$ cat src/rtl/cvxif_pau_arbiter_pkg.sv
// Shared definitions for the two-requester CV-X-IF PAU arbiter.
package cvxif_pau_arbiter_pkg;

  localparam logic [1:0] ST_IDLE   = 2'd0;
  localparam logic [1:0] ST_ISSUE  = 2'd1;
  localparam logic [1:0] ST_REG    = 2'd2;
  localparam logic [1:0] ST_RESULT = 2'd3;

  localparam int XLEN_DEF = 32;

endpackage

$ cat src/rtl/cvxif_pau_arbiter_if.sv
// One CV-X-IF coprocessor port set (issue, register and result channels).
interface cvxif_pau_arbiter_if #(parameter int XLEN = 32);

  logic            issue_valid;
  logic            issue_ready;
  logic [XLEN-1:0] issue_req_instr;
  logic            issue_resp_accept;
  logic            issue_resp_writeback;
  logic [1:0]      issue_resp_register_read;
  logic            register_valid;
  logic            register_ready;
  logic [XLEN-1:0] register_rs0;
  logic [XLEN-1:0] register_rs1;
  logic [1:0]      register_rs_valid;
  logic            result_valid;
  logic            result_ready;
  logic [XLEN-1:0] result_data;

  // master = core side (drives issue), slave = coprocessor side
  modport master (
    output issue_valid, issue_req_instr, register_valid, register_rs0,
           register_rs1, register_rs_valid, result_ready,
    input  issue_ready, issue_resp_accept, issue_resp_writeback,
           issue_resp_register_read, register_ready, result_valid, result_data
  );

  modport slave (
    input  issue_valid, issue_req_instr, register_valid, register_rs0,
           register_rs1, register_rs_valid, result_ready,
    output issue_ready, issue_resp_accept, issue_resp_writeback,
           issue_resp_register_read, register_ready, result_valid, result_data
  );

endinterface

$ cat src/rtl/cvxif_pau_arbiter_rr_arb2.sv
// Two-request round-robin pick: on contention the pointer wins.
module rr_arb2 (
  input  logic [1:0] req,
  input  logic       ptr,
  output logic       gnt_idx
);

  always_comb begin
    gnt_idx = 1'b0;
    if (req == 2'b11) gnt_idx = ptr;
    else if (req[1])  gnt_idx = 1'b1;
  end

endmodule

$ cat src/rtl/cvxif_pau_arbiter.sv
// Shares one PAU between two CV-X-IF requesters, one instruction in flight.
module cvxif_pau_arbiter
  import cvxif_pau_arbiter_pkg::*;
#(
  parameter int XLEN = XLEN_DEF
) (
  input  logic                 clk,
  input  logic                 rst,
  cvxif_pau_arbiter_if.slave   r0,
  cvxif_pau_arbiter_if.slave   r1,
  cvxif_pau_arbiter_if.master  pau
);

  logic [1:0] state_q, state_d;
  logic       gnt_q, gnt_d;
  logic       rr_q, rr_d;
  logic       arb_gnt;

  logic            own_issue_valid, own_reg_valid, own_result_ready;
  logic [XLEN-1:0] own_instr, own_rs0, own_rs1;
  logic [1:0]      own_rs_valid;
  logic            in_issue, in_reg, in_res;

  rr_arb2 u_rr_arb2 (
    .req     ({r1.issue_valid, r0.issue_valid}),
    .ptr     (rr_q),
    .gnt_idx (arb_gnt)
  );

  assign in_issue = (state_q == ST_ISSUE);
  assign in_reg   = (state_q == ST_REG);
  assign in_res   = (state_q == ST_RESULT);

  assign own_issue_valid  = gnt_q ? r1.issue_valid       : r0.issue_valid;
  assign own_instr        = gnt_q ? r1.issue_req_instr   : r0.issue_req_instr;
  assign own_reg_valid    = gnt_q ? r1.register_valid    : r0.register_valid;
  assign own_rs0          = gnt_q ? r1.register_rs0      : r0.register_rs0;
  assign own_rs1          = gnt_q ? r1.register_rs1      : r0.register_rs1;
  assign own_rs_valid     = gnt_q ? r1.register_rs_valid : r0.register_rs_valid;
  assign own_result_ready = gnt_q ? r1.result_ready      : r0.result_ready;

  // PAU side: each channel only carries the owner's request in its own phase
  assign pau.issue_valid       = in_issue & own_issue_valid;
  assign pau.issue_req_instr   = in_issue ? own_instr : '0;
  assign pau.register_valid    = in_reg & own_reg_valid;
  assign pau.register_rs0      = in_reg ? own_rs0 : '0;
  assign pau.register_rs1      = in_reg ? own_rs1 : '0;
  assign pau.register_rs_valid = in_reg ? own_rs_valid : 2'b00;
  assign pau.result_ready      = in_res & own_result_ready;

  assign r0.issue_ready              = in_issue & ~gnt_q & pau.issue_ready;
  assign r0.issue_resp_accept        = in_issue & ~gnt_q & pau.issue_resp_accept;
  assign r0.issue_resp_writeback     = in_issue & ~gnt_q & pau.issue_resp_writeback;
  assign r0.issue_resp_register_read = {2{in_issue & ~gnt_q}} & pau.issue_resp_register_read;
  assign r0.register_ready           = in_reg & ~gnt_q & pau.register_ready;
  assign r0.result_valid             = in_res & ~gnt_q & pau.result_valid;
  assign r0.result_data              = (in_res & ~gnt_q) ? pau.result_data : '0;

  assign r1.issue_ready              = in_issue & gnt_q & pau.issue_ready;
  assign r1.issue_resp_accept        = in_issue & gnt_q & pau.issue_resp_accept;
  assign r1.issue_resp_writeback     = in_issue & gnt_q & pau.issue_resp_writeback;
  assign r1.issue_resp_register_read = {2{in_issue & gnt_q}} & pau.issue_resp_register_read;
  assign r1.register_ready           = in_reg & gnt_q & pau.register_ready;
  assign r1.result_valid             = in_res & gnt_q & pau.result_valid;
  assign r1.result_data              = (in_res & gnt_q) ? pau.result_data : '0;

  always_comb begin
    state_d = state_q;
    gnt_d   = gnt_q;
    rr_d    = rr_q;
    case (state_q)
      ST_IDLE: begin
        if (r0.issue_valid | r1.issue_valid) begin
          gnt_d   = arb_gnt;
          state_d = ST_ISSUE;
        end
      end
      ST_ISSUE: begin
        // a withdrawn request abandons the grant without moving the pointer
        if (!own_issue_valid) begin
          state_d = ST_IDLE;
        end else if (pau.issue_ready) begin
          rr_d    = ~gnt_q;
          state_d = pau.issue_resp_accept ? ST_REG : ST_IDLE;
        end
      end
      ST_REG: begin
        if (own_reg_valid & pau.register_ready) state_d = ST_RESULT;
      end
      ST_RESULT: begin
        if (pau.result_valid & own_result_ready) state_d = ST_IDLE;
      end
      default: state_d = ST_IDLE;
    endcase
  end

  always_ff @(posedge clk) begin
    if (!rst) begin
      state_q <= ST_IDLE;
      gnt_q   <= 1'b0;
      rr_q    <= 1'b0;
    end else begin
      state_q <= state_d;
      gnt_q   <= gnt_d;
      rr_q    <= rr_d;
    end
  end

endmodule

$ cat src/flat_wrapper.sv
// flat-port wrapper written by rule: the top's interface ports become plain ports
module cvxif_pau_arbiter_flat import cvxif_pau_arbiter_pkg::*;
#(
  parameter int XLEN = XLEN_DEF
)
  (clk, rst, r0_issue_valid, r0_issue_req_instr, r0_register_valid, r0_register_rs0, r0_register_rs1, r0_register_rs_valid, r0_result_ready, r0_issue_ready, r0_issue_resp_accept, r0_issue_resp_writeback, r0_issue_resp_register_read, r0_register_ready, r0_result_valid, r0_result_data, r1_issue_valid, r1_issue_req_instr, r1_register_valid, r1_register_rs0, r1_register_rs1, r1_register_rs_valid, r1_result_ready, r1_issue_ready, r1_issue_resp_accept, r1_issue_resp_writeback, r1_issue_resp_register_read, r1_register_ready, r1_result_valid, r1_result_data, pau_issue_valid, pau_issue_req_instr, pau_register_valid, pau_register_rs0, pau_register_rs1, pau_register_rs_valid, pau_result_ready, pau_issue_ready, pau_issue_resp_accept, pau_issue_resp_writeback, pau_issue_resp_register_read, pau_register_ready, pau_result_valid, pau_result_data);
  cvxif_pau_arbiter_if #(.XLEN(XLEN)) r0_i ();
  cvxif_pau_arbiter_if #(.XLEN(XLEN)) r1_i ();
  cvxif_pau_arbiter_if #(.XLEN(XLEN)) pau_i ();
  input  logic clk;
  input  logic rst;
  input wire logic [$bits(r0_i.issue_valid)-1:0] r0_issue_valid;
  input wire logic [$bits(r0_i.issue_req_instr)-1:0] r0_issue_req_instr;
  input wire logic [$bits(r0_i.register_valid)-1:0] r0_register_valid;
  input wire logic [$bits(r0_i.register_rs0)-1:0] r0_register_rs0;
  input wire logic [$bits(r0_i.register_rs1)-1:0] r0_register_rs1;
  input wire logic [$bits(r0_i.register_rs_valid)-1:0] r0_register_rs_valid;
  input wire logic [$bits(r0_i.result_ready)-1:0] r0_result_ready;
  output wire logic [$bits(r0_i.issue_ready)-1:0] r0_issue_ready;
  output wire logic [$bits(r0_i.issue_resp_accept)-1:0] r0_issue_resp_accept;
  output wire logic [$bits(r0_i.issue_resp_writeback)-1:0] r0_issue_resp_writeback;
  output wire logic [$bits(r0_i.issue_resp_register_read)-1:0] r0_issue_resp_register_read;
  output wire logic [$bits(r0_i.register_ready)-1:0] r0_register_ready;
  output wire logic [$bits(r0_i.result_valid)-1:0] r0_result_valid;
  output wire logic [$bits(r0_i.result_data)-1:0] r0_result_data;
  input wire logic [$bits(r1_i.issue_valid)-1:0] r1_issue_valid;
  input wire logic [$bits(r1_i.issue_req_instr)-1:0] r1_issue_req_instr;
  input wire logic [$bits(r1_i.register_valid)-1:0] r1_register_valid;
  input wire logic [$bits(r1_i.register_rs0)-1:0] r1_register_rs0;
  input wire logic [$bits(r1_i.register_rs1)-1:0] r1_register_rs1;
  input wire logic [$bits(r1_i.register_rs_valid)-1:0] r1_register_rs_valid;
  input wire logic [$bits(r1_i.result_ready)-1:0] r1_result_ready;
  output wire logic [$bits(r1_i.issue_ready)-1:0] r1_issue_ready;
  output wire logic [$bits(r1_i.issue_resp_accept)-1:0] r1_issue_resp_accept;
  output wire logic [$bits(r1_i.issue_resp_writeback)-1:0] r1_issue_resp_writeback;
  output wire logic [$bits(r1_i.issue_resp_register_read)-1:0] r1_issue_resp_register_read;
  output wire logic [$bits(r1_i.register_ready)-1:0] r1_register_ready;
  output wire logic [$bits(r1_i.result_valid)-1:0] r1_result_valid;
  output wire logic [$bits(r1_i.result_data)-1:0] r1_result_data;
  output wire logic [$bits(pau_i.issue_valid)-1:0] pau_issue_valid;
  output wire logic [$bits(pau_i.issue_req_instr)-1:0] pau_issue_req_instr;
  output wire logic [$bits(pau_i.register_valid)-1:0] pau_register_valid;
  output wire logic [$bits(pau_i.register_rs0)-1:0] pau_register_rs0;
  output wire logic [$bits(pau_i.register_rs1)-1:0] pau_register_rs1;
  output wire logic [$bits(pau_i.register_rs_valid)-1:0] pau_register_rs_valid;
  output wire logic [$bits(pau_i.result_ready)-1:0] pau_result_ready;
  input wire logic [$bits(pau_i.issue_ready)-1:0] pau_issue_ready;
  input wire logic [$bits(pau_i.issue_resp_accept)-1:0] pau_issue_resp_accept;
  input wire logic [$bits(pau_i.issue_resp_writeback)-1:0] pau_issue_resp_writeback;
  input wire logic [$bits(pau_i.issue_resp_register_read)-1:0] pau_issue_resp_register_read;
  input wire logic [$bits(pau_i.register_ready)-1:0] pau_register_ready;
  input wire logic [$bits(pau_i.result_valid)-1:0] pau_result_valid;
  input wire logic [$bits(pau_i.result_data)-1:0] pau_result_data;
  assign r0_i.issue_valid = r0_issue_valid;
  assign r0_i.issue_req_instr = r0_issue_req_instr;
  assign r0_i.register_valid = r0_register_valid;
  assign r0_i.register_rs0 = r0_register_rs0;
  assign r0_i.register_rs1 = r0_register_rs1;
  assign r0_i.register_rs_valid = r0_register_rs_valid;
  assign r0_i.result_ready = r0_result_ready;
  assign r0_issue_ready = r0_i.issue_ready;
  assign r0_issue_resp_accept = r0_i.issue_resp_accept;
  assign r0_issue_resp_writeback = r0_i.issue_resp_writeback;
  assign r0_issue_resp_register_read = r0_i.issue_resp_register_read;
  assign r0_register_ready = r0_i.register_ready;
  assign r0_result_valid = r0_i.result_valid;
  assign r0_result_data = r0_i.result_data;
  assign r1_i.issue_valid = r1_issue_valid;
  assign r1_i.issue_req_instr = r1_issue_req_instr;
  assign r1_i.register_valid = r1_register_valid;
  assign r1_i.register_rs0 = r1_register_rs0;
  assign r1_i.register_rs1 = r1_register_rs1;
  assign r1_i.register_rs_valid = r1_register_rs_valid;
  assign r1_i.result_ready = r1_result_ready;
  assign r1_issue_ready = r1_i.issue_ready;
  assign r1_issue_resp_accept = r1_i.issue_resp_accept;
  assign r1_issue_resp_writeback = r1_i.issue_resp_writeback;
  assign r1_issue_resp_register_read = r1_i.issue_resp_register_read;
  assign r1_register_ready = r1_i.register_ready;
  assign r1_result_valid = r1_i.result_valid;
  assign r1_result_data = r1_i.result_data;
  assign pau_issue_valid = pau_i.issue_valid;
  assign pau_issue_req_instr = pau_i.issue_req_instr;
  assign pau_register_valid = pau_i.register_valid;
  assign pau_register_rs0 = pau_i.register_rs0;
  assign pau_register_rs1 = pau_i.register_rs1;
  assign pau_register_rs_valid = pau_i.register_rs_valid;
  assign pau_result_ready = pau_i.result_ready;
  assign pau_i.issue_ready = pau_issue_ready;
  assign pau_i.issue_resp_accept = pau_issue_resp_accept;
  assign pau_i.issue_resp_writeback = pau_issue_resp_writeback;
  assign pau_i.issue_resp_register_read = pau_issue_resp_register_read;
  assign pau_i.register_ready = pau_register_ready;
  assign pau_i.result_valid = pau_result_valid;
  assign pau_i.result_data = pau_result_data;
  cvxif_pau_arbiter #(.XLEN(XLEN)) u_core (.clk(clk), .rst(rst), .r0(r0_i), .r1(r1_i), .pau(pau_i));
endmodule
$ cat config.mk
export PLATFORM = sky130hd
export DESIGN_NAME = cvxif_pau_arbiter_flat
export DESIGN_NICKNAME = d
export VERILOG_FILES = /design/src/rtl/cvxif_pau_arbiter_pkg.sv /design/src/rtl/cvxif_pau_arbiter_if.sv /design/src/rtl/cvxif_pau_arbiter_rr_arb2.sv /design/src/rtl/cvxif_pau_arbiter.sv /design/src/flat_wrapper.sv
export SDC_FILE = /design/constraint.sdc
export NUM_CORES = 1
export LEC_CHECK = 0
export ABC_AREA = 1
export BUFFER_PORTS_ARGS = -buffer_cell sky130_fd_sc_hd__buf_2
export CAP_MARGIN = 5
export CORE_AREA = 2 2 164 166
export DETAILED_ROUTE_END_ITERATION = 7
export DIE_AREA = 0 0 166 168
export PLACE_DENSITY = 0.35
export SKIP_LAST_GASP = 1
export SLEW_MARGIN = 15
export SYNTH_ARGS = -nofsm -noshare
export SYNTH_HDL_FRONTEND = slang
export SYNTH_SLANG_ARGS = --single-unit
$ cat constraint.sdc
create_clock -name clk -period 2.1 [get_ports clk]
set_input_delay 0.105 -clock clk [delete_from_list [all_inputs] [get_ports clk]]
set_output_delay 0.105 -clock clk [all_outputs]
set_load 0.02 [all_outputs]
==> key figures, run 1 <==
Outcome
  – Outcome: finished clean

Timing
  – Tcrit/Tclk final: 87.0%
  – Skew final: 1.17 ps
  – Sum of negative setup slack: 0 ps
  – Post-route setup slack: 272 ps
  – Final Hold Violating Endpoints: 0
  – Final Max Tran Viols: 0
  – Worst slew pin tran: 607 ps
  – Unrepaired setup endpoints after global routing: no
  – Fmax: 547 MHz
  – Final setup fails: 0
  – Tmin final: 1830 ps
  – Relative slew slack: 59.4%

Die
  – Full die area: 27900 um2
  – Die extent in x: 166 um
  – Die height: 168 um
  – Core box area: 26400 um2
  – Cell Rows: 60
  – # IOs: 422
  – Initial Util: 8.68%

Final layout
  – Area grow syn2layout: 110%
  – Fin cells: 1246
  – Share of layout cells above drive strength 1: 50.6%
  – Antenna Cells: 0
  – Nets: 1149
  – Fillers: 3144

Global route
  – Vias in the first global route: 4430
  – GRT Total Usage: 10.2%
  – First-pass GRT wire length: 23300 um
  – Largest net degree at the start of global routing: 67
  – Total congestion overflow: 0
  – Initial antenna violation count: 0

Power and ir drop
  – PwrDens: 420 nW/um2
  – Leakage dissipation: 3.15 nW
  – Peak supply drop: 0.000194 V

Worst setup path
  – Buf/Inv on CP: 2
  – Critical path required time: 2000 ps
  – Max stage delay cell, worst path: dfxtp_1
  – CP max stage delay: 520 ps
  – Critical Path Fanout Max: 33
  – CP Capture Type: primary output
  – WS Path Type: reg2out
  – Top delay family on crit path: simple AND/OR/NAND/NOR gates
  – Worst-case reg-to-reg path depth: 8
  – Reg2reg start: u_core.gnt_q
  – Setup slack, reg-to-reg: 610 ps
  – Critical Path Source Type: flop
  – CP startpoint: u_core.state_q[0]
  – Critical-path cell list: nand2_1 > inv_2 > nand2_2 > nor2_1 > buf_2
  – WP data arrival: 1720 ps

Min path
  – Hold_sp: rst
  – Hold Crit Class: in2reg
  – Hold depth: 3

Yosys
  – Ranking of synthesized cells by area: nand2_1 (35%), a21oi_1 (20%), nor2_1 (14%)
  – Mapped cell area: 2290 um2
  – Post-synth ARST share: 0%
  – Post-synthesis net count: 752
  – Most frequent cell after synthesis: nand2_1
  – Post-synth top area share: 34.9%
  – Post-synth EDFFs: 0
  – #FFs+latches synth: 4
  – Dominant synthesized flop cell: dfxtp_1
  – Sequential share of the synthesized area: 3.50%
  – Top post-synthesis cells by count: nand2_1 (213), a21oi_1 (91), nor2_1 (83), inv_1 (45), buf_2 (19)
  – Mean post-synth cell area: 4.50 um2
  – Yosys cell types: 22
  – Ys Warns: 0
  – Mapped Cells: 509
  – Yosys top cell by area: nand2_1

Routing
  – Routed Antenna Nets: 0
  – WL per Instance: 12.6 um
  – Via count: 4559
  – Vias per cell: 3.66
  – DR iter-0 viols: 134
  – Detailed-router iteration count before antenna repair: 4
  – DRC Markers: 0
  – DRT Wirelength: 15600 um

Job
  – Maximum Capacitance Violations: 0

Placement
  – DP Wirelength: 13100 um
  – Port bufs: 421
  – Placed cell count: 1242
  – Dpl ws: 482 ps
  – Routability congestion estimate: 0.766

Clocking
  – Clock Tree Root: clkbuf_16
  – CTS Buf Count: 3
  – Skew-Pair Late Insertion Delay: 230 ps
  – Clk sinks: 4
  – Hold-fix buffers at CTS: 0
  – CTS tree: yes
  – Max Root-Sink Buffers: 2
  – Clk slew on worst S/H paths: 30 ps
  – # H-tree levels: 1
  – Post-CTS Setup Inserts: 0
  – CTS resizes: 0
## power by group
group,switching (W),internal (W)
logic,0.00104,0.000552
clock network,0.0000564,0.000251
registers,0.0000274,0.0000890
total,0.00112,0.000892
## layout by cell type, fill, tap and decap left out
cell type | Yosys | routed
a21boi_0 | 1 | 1
a21oi_1 | 91 | 91
a21oi_2 | 10 | 10
and2_4 | 1 | 1
buf_12 | 0 | 4
buf_2 | 19 | 421
buf_4 | 11 | 7
clkbuf_1 | 7 | 1
clkbuf_16 | 0 | 3
dfxtp_1 | 4 | 3
dfxtp_4 | 0 | 1
inv_1 | 45 | 45
inv_2 | 3 | 3
inv_4 | 1 | 1
nand2_1 | 213 | 213
nand2_2 | 4 | 4
nand2_4 | 1 | 1
nand3_1 | 4 | 4
nor2_1 | 83 | 83
nor2_4 | 2 | 2
nor3_1 | 2 | 2
o211ai_1 | 1 | 1
o21ai_1 | 2 | 2
o31ai_1 | 1 | 1
## area by class of cell
type,count,area (um2),share of cell area [%]
Sequential cell,4,83.8,1.75
Multi-Input combinational cell,416,1780,37.2
Inverter,49,186,3.88
Timing Repair Buffer,432,2240,46.7
Clock buffer,4,78.8,1.64
Tap cell,341,427,8.89
## per-stage QoR
stage | power [W] | hold slack [ps] | utilization [%] | cell area (um2)
6_report | 0.00202 | 144 | 18.2 | 4800
5_1_grt | 0.00220 | 166 | 18.2 | 4800
4_1_cts | 0.00205 | 147 | 18.2 | 4800
3_5_place_dp | 0.00174 | 380 | 17.9 | 4720
3_3_place_gp | 0.00176 | 381 | 17.9 | 4720
2_1_floorplan | 0.00107 | 226 | - | 2290
## per-layer routing
| metal | share of wire (%) | up-vias | GRT usage [%] |
|---|---|---|---|
| met5 | 0 | - | 0 |
| met4 | 1.5 | 0 | 1.78 |
| met3 | 7.7 | 14 | 2.05 |
| met2 | 55 | 268 | 21.7 |
| met1 | 36 | 1930 | 10.2 |
| li1 | - | 2347 | - |
## tightest hold or removal path: stages
cell	delay, ps
buf_2	130
nand2_1	60
nor2_1	30
## cell families (layout without fill, tap and decap cells)
family | Yosys count | count (layout) | synth area share, %
AND/OR/NAND/NOR | 310 | 310 | 52.8
AO/OA/AOI/OAI | 106 | 106 | 25.2
buffers and inverters | 89 | 485 | 18.5
flip-flops | 4 | 4 | 3.50
## worst max path at each step
| stage | to | slack [ps] | cells after the start |
|---|---|---|---|
| detailed placement | r1_result_data[22] | 480 | 5 |
| global placement | r0_issue_resp_accept | 470 | 5 |
| floorplan | r1_register_ready | 710 | 5 |
| CTS | r1_result_data[22] | 240 | 5 |
| global route | r1_result_data[13] | 40 | 5 |
| finish | r1_result_data[22] | 270 | 5 |
No activity file was read; power rests on OpenSTA's default activity.
==> run 2: changes to the inputs <==
--- a/config.mk
+++ b/config.mk
@@ -6,7 +6,7 @@
 export NUM_CORES = 1
 export LEC_CHECK = 0
 export ABC_AREA = 1
-export BUFFER_PORTS_ARGS = -buffer_cell sky130_fd_sc_hd__buf_2
+export BUFFER_PORTS_ARGS = -buffer_cell sky130_fd_sc_hd__buf_4
 export CAP_MARGIN = 5
 export CORE_AREA = 2 2 164 166
 export DETAILED_ROUTE_END_ITERATION = 7
==> run 2 against run 1 <==
Compared with the run above: design area up 22%; total power up 14%; first-iteration DRC count increased by 9.7%; critical path depth unchanged; critical path type unchanged; clock skew barely moved; critical endpoint is now pau_register_rs_valid[1]; routed wire length rose by 7.8%; count of clock-buffer cells in the layout unchanged; largest power group unchanged; clock power grew 1%.
==> key figures, run 2 (synthesis results as in run 1) <==
Global route
  – GRT Total Usage: 11.1% (was 10.2%)
  – Largest net degree at the start of global routing: 70 (was 67)
  – Vias in the first global route: 4614 (was 4430)
  – Total congestion overflow: 0 (unchanged)
  – First-pass GRT wire length: 25200 um (was 23300 um)
  – Initial antenna violation count: 1 (was 0)

Placement
  – Port bufs: 421 (unchanged)
  – DP Wirelength: 14000 um (was 13100 um)
  – Routability congestion estimate: 0.735 (was 0.766)

Timing
  – Fmax: 591 MHz (was 547 MHz)
  – Final setup fails: 0 (unchanged)
  – Final Hold Violating Endpoints: 0 (unchanged)
  – Tcrit/Tclk final: 80.6% (was 87.0%)
  – Relative slew slack: 72.5% (was 59.4%)
  – Skew final: 1.17 ps (about the same)
  – Sum of negative setup slack: 0 ps (unchanged)
  – Unrepaired setup endpoints after global routing: no (unchanged)
  – Final Max Tran Viols: 0 (unchanged)
  – Tmin final: 1690 ps (was 1830 ps)
  – Worst slew pin tran: 412 ps (was 607 ps)

Min path
  – Hold depth: 3 (unchanged)
  – Hold_sp: rst (unchanged)
  – Hold Crit Class: in2reg (unchanged)

Routing
  – Vias per cell: 3.71 (was 3.66)
  – DRT Wirelength: 16900 um (was 15600 um)
  – DRC Markers: 0 (unchanged)
  – Via count: 4627 (was 4559)
  – Routed Antenna Nets: 0 (unchanged)
  – Detailed-router iteration count before antenna repair: 5 (was 4)
  – WL per Instance: 13.5 um (was 12.6 um)
  – DR iter-0 viols: 147 (was 134)

Worst setup path
  – Reg2reg start: u_core.gnt_q (unchanged)
  – Critical path required time: 2000 ps (about the same)
  – Critical-path cell list: buf_4 > buf_4 > nand2_1 > a21oi_1 > buf_4 (was nand2_1 > inv_2 > nand2_2 > nor2_1 > buf_2)
  – CP Capture Type: primary output (unchanged)
  – Critical Path Fanout Max: 26 (was 33)
  – Max stage delay cell, worst path: dfxtp_4 (was dfxtp_1)
  – Crit path top cell by count: buf_4
  – Top delay family on crit path: buffers and inverters (was simple AND/OR/NAND/NOR gates)
  – CP max stage delay: 370 ps (was 520 ps)
  – Critical Path Source Type: flop (unchanged)
  – Worst-case reg-to-reg path depth: 9 (was 8)
  – Buf/Inv on CP: 3 (was 2)
  – Setup slack, reg-to-reg: 670 ps (was 610 ps)
  – WP data arrival: 1590 ps (was 1720 ps)
  – WS Path Type: reg2out (unchanged)

Clocking
  – CTS Buf Count: 3 (unchanged)
  – Clk slew on worst S/H paths: 30 ps (about the same)
  – CTS tree: yes (unchanged)
  – CTS resizes: 0 (unchanged)
  – Clock Tree Root: clkbuf_16 (unchanged)
  – # H-tree levels: 1 (unchanged)
  – Post-CTS Setup Inserts: 0 (unchanged)
  – Hold-fix buffers at CTS: 0 (unchanged)
  – Skew-Pair Late Insertion Delay: 230 ps (about the same)
  – Clk sinks: 4 (unchanged)
  – Max Root-Sink Buffers: 2 (unchanged)

Final layout
  – Nets: 1149 (unchanged)
  – Final Core Density: 22.3% (was 18.2%)
  – Fillers: 3036 (was 3144)
  – Most common cell after layout, fill and taps aside: buf_4 (was buf_2)
  – Area grow syn2layout: 156% (was 110%)
  – Share of layout cells above drive strength 1: 50.6% (unchanged)
  – Multi-input gate area: 1780 um2 (unchanged)
  – Reg area: 83.8 um2 (unchanged)
  – Most frequent cells in the layout: buf_4 (427), nand2_1 (213), a21oi_1 (91), nor2_1 (83), inv_1 (45) (was buf_2 (421), nand2_1 (213), a21oi_1 (91), nor2_1 (83), inv_1 (45))

Die
  – Die extent in x: 166 um (unchanged)
  – # IOs: 422 (unchanged)
  – Initial Util: 8.68% (unchanged)
  – Full die area: 27900 um2 (unchanged)
  – Cell Rows: 60 (unchanged)
  – Die height: 168 um (unchanged)
  – Core box area: 26400 um2 (unchanged)

Power and ir drop
  – Tot Pwr: 0.00231 W (was 0.00202 W)
  – PwrDens: 393 nW/um2 (was 420 nW/um2)
  – Peak supply drop: 0.000197 V (was 0.000194 V)
  – Leakage dissipation: 3.37 nW (was 3.15 nW)

Job
  – Maximum Capacitance Violations: 0 (unchanged)

Outcome
  – Outcome: finished clean (unchanged)
-- run 2: layer usage --
metal	wire (um)	track usage (%)
met1	5950	11.3
met2	9170	22.6
met3	1520	3.06
met4	206	1.89
met5	0	0
-- run 2: layout make-up --
type	instances	share of cell area, %
Multi-Input combinational cell	416	30.4
Timing Repair Buffer	432	56.3
Sequential cell	4	1.43
Tap cell	341	7.27
Clock buffer	4	1.34
Inverter	49	3.18
Antenna cell	1	0.0426
-- run 2: power by group --
group | switching (W) | total, W | internal (W)
Clock | 0.0000600 | 0.000311 | 0.000251
Sequential | 0.0000120 | 0.000101 | 0.0000889
Combinational | 0.00107 | 0.00189 | 0.000823
Total | 0.00114 | 0.00231 | 0.00116
-- run 2: worst register-to-register path, stage by stage (launching register included) --
cell	delay, ps
dfxtp_4	350
inv_4	110
buf_12	240
nand2_2	120
nand3_1	100
nand2_1	80
nand2_1	100
nor2_4	40
a21oi_1	110
nor2_1	60
-- run 2: metrics by stage --
stage | area, um2 | cells | hold slack, ps | worst slack, ps
floorplan | 2290 | 509 | 226 | 709
global placement | 5790 | 1242 | 383 | 617
detailed placement | 5790 | 1242 | 386 | 626
CTS | 5870 | 1246 | 150 | 384
global route | 5870 | 1247 | 160 | 297
finish | 5870 | 1247 | 148 | 408
-- run 2: worst max path at each step --
stage	slack, ps	end	cells after the start	from
floorplan	710	r1_register_ready	5	u_core.gnt_q
global placement	620	pau_register_rs1[1]	5	u_core.gnt_q
detailed placement	630	r0_issue_resp_accept	6	u_core.state_q[0]
CTS	380	r0_issue_resp_accept	6	u_core.state_q[0]
global route	300	pau_register_rs1[2]	5	u_core.gnt_q
finish	410	pau_register_rs_valid[1]	5	u_core.gnt_q
